--- config.mk ---
export PLATFORM = sky130hd
export DESIGN_NAME = mxpfq
export DESIGN_NICKNAME = d
export VERILOG_FILES = /design/src/rtl/mxpfq_pkg.sv /design/src/rtl/mxpfq_fifo.sv /design/src/rtl/mxpfq.sv
export SDC_FILE = /design/constraint.sdc
export NUM_CORES = 1
export LEC_CHECK = 0
export CAP_MARGIN = 20
export CORE_ASPECT_RATIO = 1.4
export CORE_MARGIN = 2
export CORE_UTILIZATION = 46
export DETAILED_ROUTE_END_ITERATION = 8
export HOLD_SLACK_MARGIN = 0.03
export PLACE_DENSITY_LB_ADDON = 0.1
export REMOVE_ABC_BUFFERS = 1
export SETUP_SLACK_MARGIN = 0.1
export SYNTH_ARGS = -nofsm -noshare
export SYNTH_HDL_FRONTEND = slang
export SYNTH_HIERARCHICAL = 1
export SYNTH_SLANG_ARGS = --single-unit
--- constraint.sdc ---
create_clock -name clk -period 2.9 [get_ports clk]
set_input_delay 0.435 -clock clk [delete_from_list [all_inputs] [get_ports clk]]
set_output_delay 0.435 -clock clk [all_outputs]
set_load 0.05 [all_outputs]
--- src/rtl/mxpfq_pkg.sv ---
// Shared types for the mxpfq instruction prefetch queue.
// Optional feature macro: MXPFQ_PC_TAG_EN (per-entry fetch address tag and dec_pc port).
package mxpfq_pkg;

    // Fetch sequencer states.
    typedef enum logic [1:0] {
        IDLE = 2'd0,  // no fetch outstanding
        REQ  = 2'd1,  // ce_n low, waiting for the BIU completion pulse
        CAPT = 2'd2,  // returned word on insr, written to the queue tail
        DROP = 2'd3   // returned word belongs to a flushed stream, discard it
    } state_e;

    // Default widths of the reference configuration.
    localparam int DEF_ADDR_WIDTH = 8;
    localparam int DEF_DATA_WIDTH = 8;

    // Queue entry of the reference configuration. The top declares the same
    // layout sized by its own parameters.
    typedef struct packed {
`ifdef MXPFQ_PC_TAG_EN
        logic [DEF_ADDR_WIDTH-1:0] pc;
`endif
        logic [DEF_DATA_WIDTH-1:0] data;
    } entry_t;

endpackage

--- src/rtl/mxpfq_fifo.sv ---
// Circular buffer behind the prefetch queue: push at tail, pop at head,
// synchronous clear with priority over push and pop, occupancy count.
module mxpfq_fifo #(
    parameter  int WIDTH = 8,
    parameter  int DEPTH = 4,
    localparam int PW    = $clog2(DEPTH),
    localparam int CW    = PW + 1
) (
    input  logic             clk,
    input  logic             rst,
    input  logic             clear,
    input  logic             push,
    input  logic [WIDTH-1:0] push_data,
    input  logic             pop,
    output logic [WIDTH-1:0] head_data,
    output logic [CW-1:0]    count,
    output logic             full,
    output logic             empty
);

    localparam logic [CW-1:0] DEPTH_C = CW'(DEPTH);

    logic [WIDTH-1:0] mem [DEPTH];
    logic [PW-1:0]    wr_ptr;
    logic [PW-1:0]    rd_ptr;
    logic             do_push;
    logic             do_pop;

    assign full    = (count == DEPTH_C);
    assign empty   = (count == '0);
    assign do_push = push & ~full;
    assign do_pop  = pop & ~empty;

    // Head word is forced to zero while empty so the output is defined
    // even though the storage array itself is never reset.
    assign head_data = empty ? '0 : mem[rd_ptr];

    // Pointer and occupancy bookkeeping; pointers wrap naturally at DEPTH.
    always_ff @(posedge clk or posedge rst) begin
        // NOTE: state registers use non-blocking (<=) so every flop samples
        // pre-edge values; blocking here would create order-dependent races.
        if (rst) begin
            wr_ptr <= '0;
            rd_ptr <= '0;
            count  <= '0;
        end else if (clear) begin
            wr_ptr <= '0;
            rd_ptr <= '0;
            count  <= '0;
        end else begin
            if (do_push) wr_ptr <= wr_ptr + 1'b1;
            if (do_pop)  rd_ptr <= rd_ptr + 1'b1;
            case ({do_push, do_pop})
                2'b10:   count <= count + 1'b1;
                2'b01:   count <= count - 1'b1;
                default: count <= count;
            endcase
        end
    end

    // Entry storage write port.
    always_ff @(posedge clk) begin
        // NOTE: the storage array is deliberately left without reset; its
        // contents are only observable through head_data, which is gated
        // by the (reset) count, so resetting it would only add muxes.
        if (do_push && !clear) mem[wr_ptr] <= push_data;
    end

endmodule

--- src/rtl/mxpfq.sv ---
// Instruction prefetch queue: drives fetch address / chip-enable into the BIU,
// queues returned words, hands them to the decoder with valid/ready, and
// supports a flush/redirect that also discards an in-flight fetch.
// Optional feature macro: MXPFQ_PC_TAG_EN (per-entry fetch address, dec_pc port).
module mxpfq
    import mxpfq_pkg::*;
#(
    parameter int                  ADDR_WIDTH = DEF_ADDR_WIDTH,
    parameter int                  DATA_WIDTH = DEF_DATA_WIDTH,
    parameter int                  DEPTH      = 4,
    parameter logic [ADDR_WIDTH-1:0] RESET_PC = '0
) (
    input  logic                  clk,
    input  logic                  rst,
    input  logic                  fetch_en,
    input  logic                  flush,
    input  logic [ADDR_WIDTH-1:0] flush_pc,
    output logic [ADDR_WIDTH-1:0] insp,
    output logic                  ce_n,
    input  logic [DATA_WIDTH-1:0] insr,
    input  logic                  valid,
    output logic                  dec_valid,
    input  logic                  dec_ready,
    output logic [DATA_WIDTH-1:0] dec_data
`ifdef MXPFQ_PC_TAG_EN
    ,
    output logic [ADDR_WIDTH-1:0] dec_pc
`endif
);

    localparam int              CW      = $clog2(DEPTH) + 1;
    localparam logic [CW-1:0]   DEPTH_C = CW'(DEPTH);

    // Entry layout sized by this instance's parameters.
    typedef struct packed {
`ifdef MXPFQ_PC_TAG_EN
        logic [ADDR_WIDTH-1:0] pc;
`endif
        logic [DATA_WIDTH-1:0] data;
    } q_entry_t;

    state_e                state;
    state_e                state_nxt;
    logic [ADDR_WIDTH-1:0] redirect;
    logic                  discard;
    logic [CW-1:0]         count;
    logic                  full;
    logic                  empty;
    logic                  push;
    logic                  pop;
    logic                  room_idle;
    logic                  room_capt;
    q_entry_t              wr_entry;
    q_entry_t              head_entry;

    assign ce_n      = (state != REQ);
    assign dec_valid = ~empty & ~flush;
    assign pop       = dec_valid & dec_ready;
    assign push      = (state == CAPT) & ~flush;

    // A slot is reserved when entering REQ. From IDLE a flush empties the
    // queue, so it always leaves room. After a capture the queue holds
    // count+1-pop entries; count never exceeds DEPTH-1 while a fetch is out.
    assign room_idle = flush | ~full;
    assign room_capt = pop | (count < DEPTH_C - 1'b1);

    // Captured word; insp already advanced on the completion edge, so the
    // word's own address is one behind.
    always_comb begin
        wr_entry      = '0;
        wr_entry.data = insr;
`ifdef MXPFQ_PC_TAG_EN
        wr_entry.pc   = insp - 1'b1;
`endif
    end

    assign dec_data = head_entry.data;
`ifdef MXPFQ_PC_TAG_EN
    assign dec_pc   = head_entry.pc;
`endif

    mxpfq_fifo #(
        .WIDTH ($bits(q_entry_t)),
        .DEPTH (DEPTH)
    ) u_fifo (
        .clk       (clk),
        .rst       (rst),
        .clear     (flush),
        .push      (push),
        .push_data (wr_entry),
        .pop       (pop),
        .head_data (head_entry),
        .count     (count),
        .full      (full),
        .empty     (empty)
    );

    // Fetch sequencer next-state decode.
    always_comb begin
        // NOTE: default assignment first so every path assigns state_nxt;
        // a missing branch would otherwise infer a latch.
        state_nxt = state;
        unique case (state)
            IDLE: if (fetch_en && room_idle) state_nxt = REQ;
            REQ:  if (valid) state_nxt = (discard || flush) ? DROP : CAPT;
            CAPT: begin
                if (!flush && fetch_en && room_capt) state_nxt = REQ;
                else                                 state_nxt = IDLE;
            end
            DROP: state_nxt = IDLE;
            default: state_nxt = IDLE;
        endcase
    end

    // State, fetch address, and redirect bookkeeping.
    always_ff @(posedge clk or posedge rst) begin
        if (rst) begin
            state    <= IDLE;
            insp     <= RESET_PC;
            redirect <= RESET_PC;
            discard  <= 1'b0;
        end else begin
            state <= state_nxt;
            unique case (state)
                IDLE: if (flush) insp <= flush_pc;
                REQ: begin
                    // The BIU may already be working on insp, so a flush
                    // only arms the discard and parks the new target.
                    if (valid) insp <= insp + 1'b1;
                    if (flush) begin
                        discard  <= 1'b1;
                        redirect <= flush_pc;
                    end
                end
                CAPT: if (flush) insp <= flush_pc;
                DROP: begin
                    discard <= 1'b0;
                    if (flush) begin
                        insp     <= flush_pc;
                        redirect <= flush_pc;
                    end else begin
                        insp     <= redirect;
                    end
                end
                default: ;
            endcase
        end
    end

endmodule

Yosys cells after proc, flatten, opt, wreduce, memory -nomap -nowiden
Memory sizes are Yosys's and may differ from the RTL's. Index checks and enable logic that the tools add are counted.

Add/sub/neg operators: 5. Magnitude comparators: 1. Equality and inequality tests: 11. Muxes and demuxes: 20. Bitwise gates (word level): 10. Reduce and logical (&&, ||, !) cells: 17.

Operator list (count): 8-bit two-way mux (4); 8-bit one-hot mux with 3 select lines (1); 2-bit two-way mux (6); 8-bit by 1-bit adder with 8-bit output, second input constant (1); 2-bit one-hot mux with 4 select lines (1); 2-bit equality test, second input constant (3); 2-bit != test, second input constant (3); 3-bit one-hot mux with 2 select lines (1); 2-bit AND reduction (3); 2-bit nonzero test (3); 1-bit AND (5); 1-bit two-way mux (5); 2-bit by 1-bit adder with 2-bit output, second input constant (2); 2-bit by 1-bit equality test with 1-bit output, second input constant (2); 1-bit logical AND (4); 2-bit by 1-bit != test with 1-bit output, second input constant (2); 2-bit OR reduction (2); 3-bit by 1-bit adder with 3-bit output, second input constant (1); 3-bit equality test, second input constant (1); 3-bit zero test (1); 3-bit by 2-bit < comparator with 1-bit output, second input constant (1); 3-bit two-way mux (1); 1-bit inverter (3); 3-bit nonzero test (1); 6 further kinds (7).

Register bits: 26. Memory bits (writable): 32. Bits of input ports: 22. Output and inout bits: 18. Memories: 1.

Memory list: u_fifo.mem (depth 4, bits a word 8, read ports 1, clocked after memory_dff 0, write ports 1, RTL line mxpfq_fifo.sv:23) `logic [WIDTH-1:0] mem [DEPTH];`.

Depth between registers and ports, before layout
Word-level depth: 8. Depth in mapped cells: 10. Depth with buffers taken out: 8.

By module
Netlist, hierarchy kept.

Modules (own cells, without submodules): mxpfq_fifo (times used 1, cells an instance 115, area each 1770.4 um2, sequential area each 1136.1 um2); mxpfq (times used 1, cells an instance 115, area each 1112.3 um2, sequential area each 475.5 um2).

Worst setup path before layout
Ideal clock, no wire load.

Path type: reg-to-reg. From: register u_fifo.count[1]. To: register u_fifo.count[2]. Library setup time: 0.082 ns. Data arrival time: 2.598 ns. Data required time: 2.818 ns. Setup slack: 0.220 ns. Stages on the path, launching flop included: 10. Cells stage by stage: dfrtp_1 buf_2 nor3_2 nor3b_1 clkbuf_1 nor3b_1 fa_1 nand2b_1 or4_1 a31oi_1.

Longest elaborated chain between the ends: 8. Elaborated cells on any way between the ends: 15. Those cells by class: 2 x add/sub; 3 x eq/ne; 2 x mux; 6 x bitwise; 2 x reduce/logical.

Ends and longest elaborated chain: start, declared (RTL line mxpfq_fifo.sv:16) `output logic [CW-1:0] count,`; start signal, assigned (RTL line mxpfq_fifo.sv:54) `2'b10: count <= count + 1'b1;`; start signal, assigned (RTL line mxpfq_fifo.sv:55) `2'b01: count <= count - 1'b1;`; start signal, assigned (RTL line mxpfq_fifo.sv:56) `default: count <= count;`; 3-bit zero test * (RTL line mxpfq_fifo.sv:30) `assign empty = (count == '0);`; named net empty (RTL line mxpfq.sv:48) `logic empty;`; 1-bit inverter * (RTL line mxpfq.sv:57) `assign dec_valid = ~empty & ~flush;`; 1-bit AND * (RTL line mxpfq.sv:57); 1-bit AND * (RTL line mxpfq.sv:58) `assign pop = dec_valid & dec_ready;`; named net pop (RTL line mxpfq.sv:50) `logic pop;`; 1-bit AND * (RTL line mxpfq_fifo.sv:32) `assign do_pop = pop & ~empty;`; 2-bit by 1-bit equality test with 1-bit output / 2-bit equality test (equally long branches) (RTL line mxpfq_fifo.sv:53) `case ({do_push, do_pop})`; 3-bit one-hot mux with 2 select lines (RTL line mxpfq_fifo.sv:53); 3-bit two-way mux (RTL line mxpfq_fifo.sv:46) `end else if (clear) begin`.

The timed path passes the listed nets; every way through them passes the cells marked *. A chain may end at the register's enable or synchronous reset.

Final worst setup path
From: register u_fifo.rd_ptr[0]. To: output port dec_data[6].

Longest elaborated chain between the ends: 2.

Ends and longest elaborated chain: start, declared (RTL line mxpfq_fifo.sv:25) `logic [PW-1:0] rd_ptr;`; start signal, assigned (RTL line mxpfq_fifo.sv:52) `if (do_pop) rd_ptr <= rd_ptr + 1'b1;`; memory 4 x 8 bit; 8-bit two-way mux (RTL line mxpfq_fifo.sv:36) `assign head_data = empty ? '0 : mem[rd_ptr];`; end, declared (RTL line mxpfq.sv:24) `output logic [DATA_WIDTH-1:0] dec_data`.

Every way passes these cells.

==> reports/qor.csv <==
metric,value,unit
status,finished clean,
layout cell share with drive strength beyond 1,16.8,%
Post-CTS Setup Inserts,0,
startpoint class of the critical path,flop,
"Reg clk slew, reported paths",0.07,ns
most frequent cell after synthesis,edfxtp_1,
Yosys top cell area share,33.3,%
DRC,0,
dpl hpwl,4.16,mm
drt wl/cell,17.0,um
Cell Pwr Density,779,nW/um^2
"Hold Violations, Final",0,
Post-layout nets,302,
clock skew,0.00635,ns
worst path bufs/invs,2,
Final Wtd Congestion,0.814,
DR pass1 iterations,4,
worst rel slew slack,49.2,%
LEAKAGE,1.40,nW
clock sink total,58,
Hold Buf Count CTS,0,
Multi-input gate area,1160,um^2
pin count of the biggest net entering global routing,23,
Reg area,1610,um^2
clk root buf,clkbuf_8,
Site Rows,34,
Die Ht,97.7,um
vias in the first global route,2005,
RR Endpoint,u_fifo/count[2],
Synth Warn #,6,
fmax,0.368,GHz
Netlist cell types,56,
DR vias/cell,5.65,
XOR/XNOR Fraction of Synth Area,0.911,%
Post-synth EDFFs,32,
post-synthesis sequential area ratio,55.9,%
Area Overhead vs Synth,22.4,%
fin crit share,93.7,%
"flops & latches, synth",58,
Antenna Nets Post-Route,0,
critical path data arrival time,2.28,ns
Max Cap Viol,0,
post-synthesis simple-gate area fraction,14.9,%
Period minus WS final,2.72,ns
die area,6920,um^2
DP Area,3340,um^2
largest area contributor in the netlist,edfxtp_1,
initial antenna violation count,0,
"Req. time, crit path",2.47,ns
CP max FO,8,
r2r worst-path depth,7,
number of DRC markers in iteration 0,140,
"FFs w/ async S/R, synth",44.8,%
reg2reg start,u_fifo/count[1],
PostCTS Resize Cnt,0,
number of port buffers,39,
"Cell Chain, Critical Path",buf_4 -> mux4_2 -> nor2b_1 -> clkdlybuf4s50_1,
setup_tns,0,ns
worst reg2reg setup slack,0.64,ns
top_reg_cell synth,edfxtp_1,
CP endpoint kind,output pin,
Slew Limit Fails,0,
starting density of the core,47.1,%
Mean Syn Cell Area,12.5,um^2
largest stage delay on the critical path,0.69,ns
H-tree depth,3,
final setup vio count,0,
Worst VDD drop,0.000527,V
Adder-Cell Fraction of Synth Area,2.86,%
Top Ports,40,
grt ovf,0,
first-pass GRT wire length,9.87,mm
Antenna diodes,0,
HP Class,input pin to async pin,
slowest cell on the critical path,clkdlybuf4s50_1,
vias after detailed routing,1984,
largest cells by area after synthesis,"edfxtp_1 (33%), dfrtp_1 (23%), mux4_2 (6.3%)",
overall routing resource usage,18.8,%
largest family of logic cells by synthesized area,simple AND/OR/NAND/NOR gates,
mapped cell area,2880,um^2
Die X,70.9,um
compound-cell area share of the yosys netlist,11.9,%
TritonCTS Buffers,9,
fill cell count,557,
fin util,57.6,%
RSZ-0062 raised after global routing,no,
Cells after DPL,335,
Post-Syn Instances,230,
CP Class,flop to output pin,
Power Total,2.75,mW
clk buf depth,2,
"Design Area, Final",3530,um^2
crit-path leading delay family,buffers and inverters,
WL final,5.97,mm
post-synthesis mux area share,9.72,%
clk_lat worst skew,0.33,ns
core area,6130,um^2
commonest cells in the netlist,"edfxtp_1 (32), dfrtp_1 (26), nor2_1 (18)",
Non-Filler Instances,351,
CTS tree,done,
slew of the pin with the lowest slew margin,0.762,ns
-- logic make-up (layout without fill, tap and decap cells) --
group / after synthesis / after routing
fa+ha+maj: 6 / 6
mux: 17 / 17
buf+inv: 23 / 72
simple gates: 75 / 75
flops: 58 / 58
compound gates: 48 / 48
xor+xnor: 3 / 3
-- flip-flops by register name, indices dropped and copies added (netlist names) --
signal         flops
discard            1
insp               8
redirect           8
state              2
u_fifo/count       3
u_fifo/mem        32
u_fifo/rd_ptr      2
u_fifo/wr_ptr      2
-- cell type report --
| class | instances | area share (%) |
|---|---|---|
| timing repair buffer | 46 | 13.0 |
| clock inverter | 7 | 1.31 |
| multi-input combinational | 149 | 32.9 |
| sequential | 58 | 45.7 |
| tap | 72 | 2.55 |
| inverter | 10 | 1.06 |
| clock buffer | 9 | 3.51 |
-- layer usage --
metal / GRT usage, % / wire length, um
met5: 0 / 0
met4: 9.14 / 91
met3: 3.42 / 222
met2: 32.5 / 3170
met1: 22.2 / 2480
-- how the worst max path moves through the flow --
| stage | startpoint | to | slack (ns) | depth (start not counted) |
|---|---|---|---|---|
| finish | u_fifo/rd_ptr[0] | dec_data[6] | 0.18 | 4 |
| global route | u_fifo/rd_ptr[0] | dec_data[6] | 0.10 | 4 |
| CTS | u_fifo/rd_ptr[0] | dec_data[7] | 0.13 | 4 |
| detailed placement | flush | u_fifo/count[2] | 0.28 | 8 |
| global placement | flush | u_fifo/count[2] | 0.30 | 8 |
| floorplan | u_fifo/count[1] | u_fifo/count[2] | 0.31 | 7 |
-- stage by stage --
step / setup WS (ns) / hold slack (ns)
final: 0.183 / 0.371
after global routing: 0.101 / 0.395
after CTS: 0.128 / 0.380
after detailed placement: 0.282 / 0.485
after global placement: 0.299 / 0.486
after floorplan: 0.308 / 0.238
-- power breakdown --
group	switching (mW)	total, mW	internal, mW
registers	0.133	1.14	1.01
logic	0.575	0.971	0.396
clock network	0.329	0.635	0.305
-- cell usage in the layout (no fill, tap or decap), types with 3 or more instances in the layout --
master,instances
a21oi_1,11
edfxtp_1,32
a211oi_1,5
buf_4,8
nand2_1,6
nor2_1,18
nor3b_1,3
dlymetal6s2s_1,7
nand2b_1,4
and2_1,4
dfrtp_1,26
nand3b_1,5
inv_1,9
mux2_2,8
mux4_2,8
ha_1,5
a32oi_1,3
clkdlybuf4s50_1,31
clkbuf_8,9
nor2b_1,11
nor3_1,4
o21ai_0,6
nand3_1,3
a31oi_1,4
or3_1,6
No activity file was read; power rests on OpenSTA's default activity.
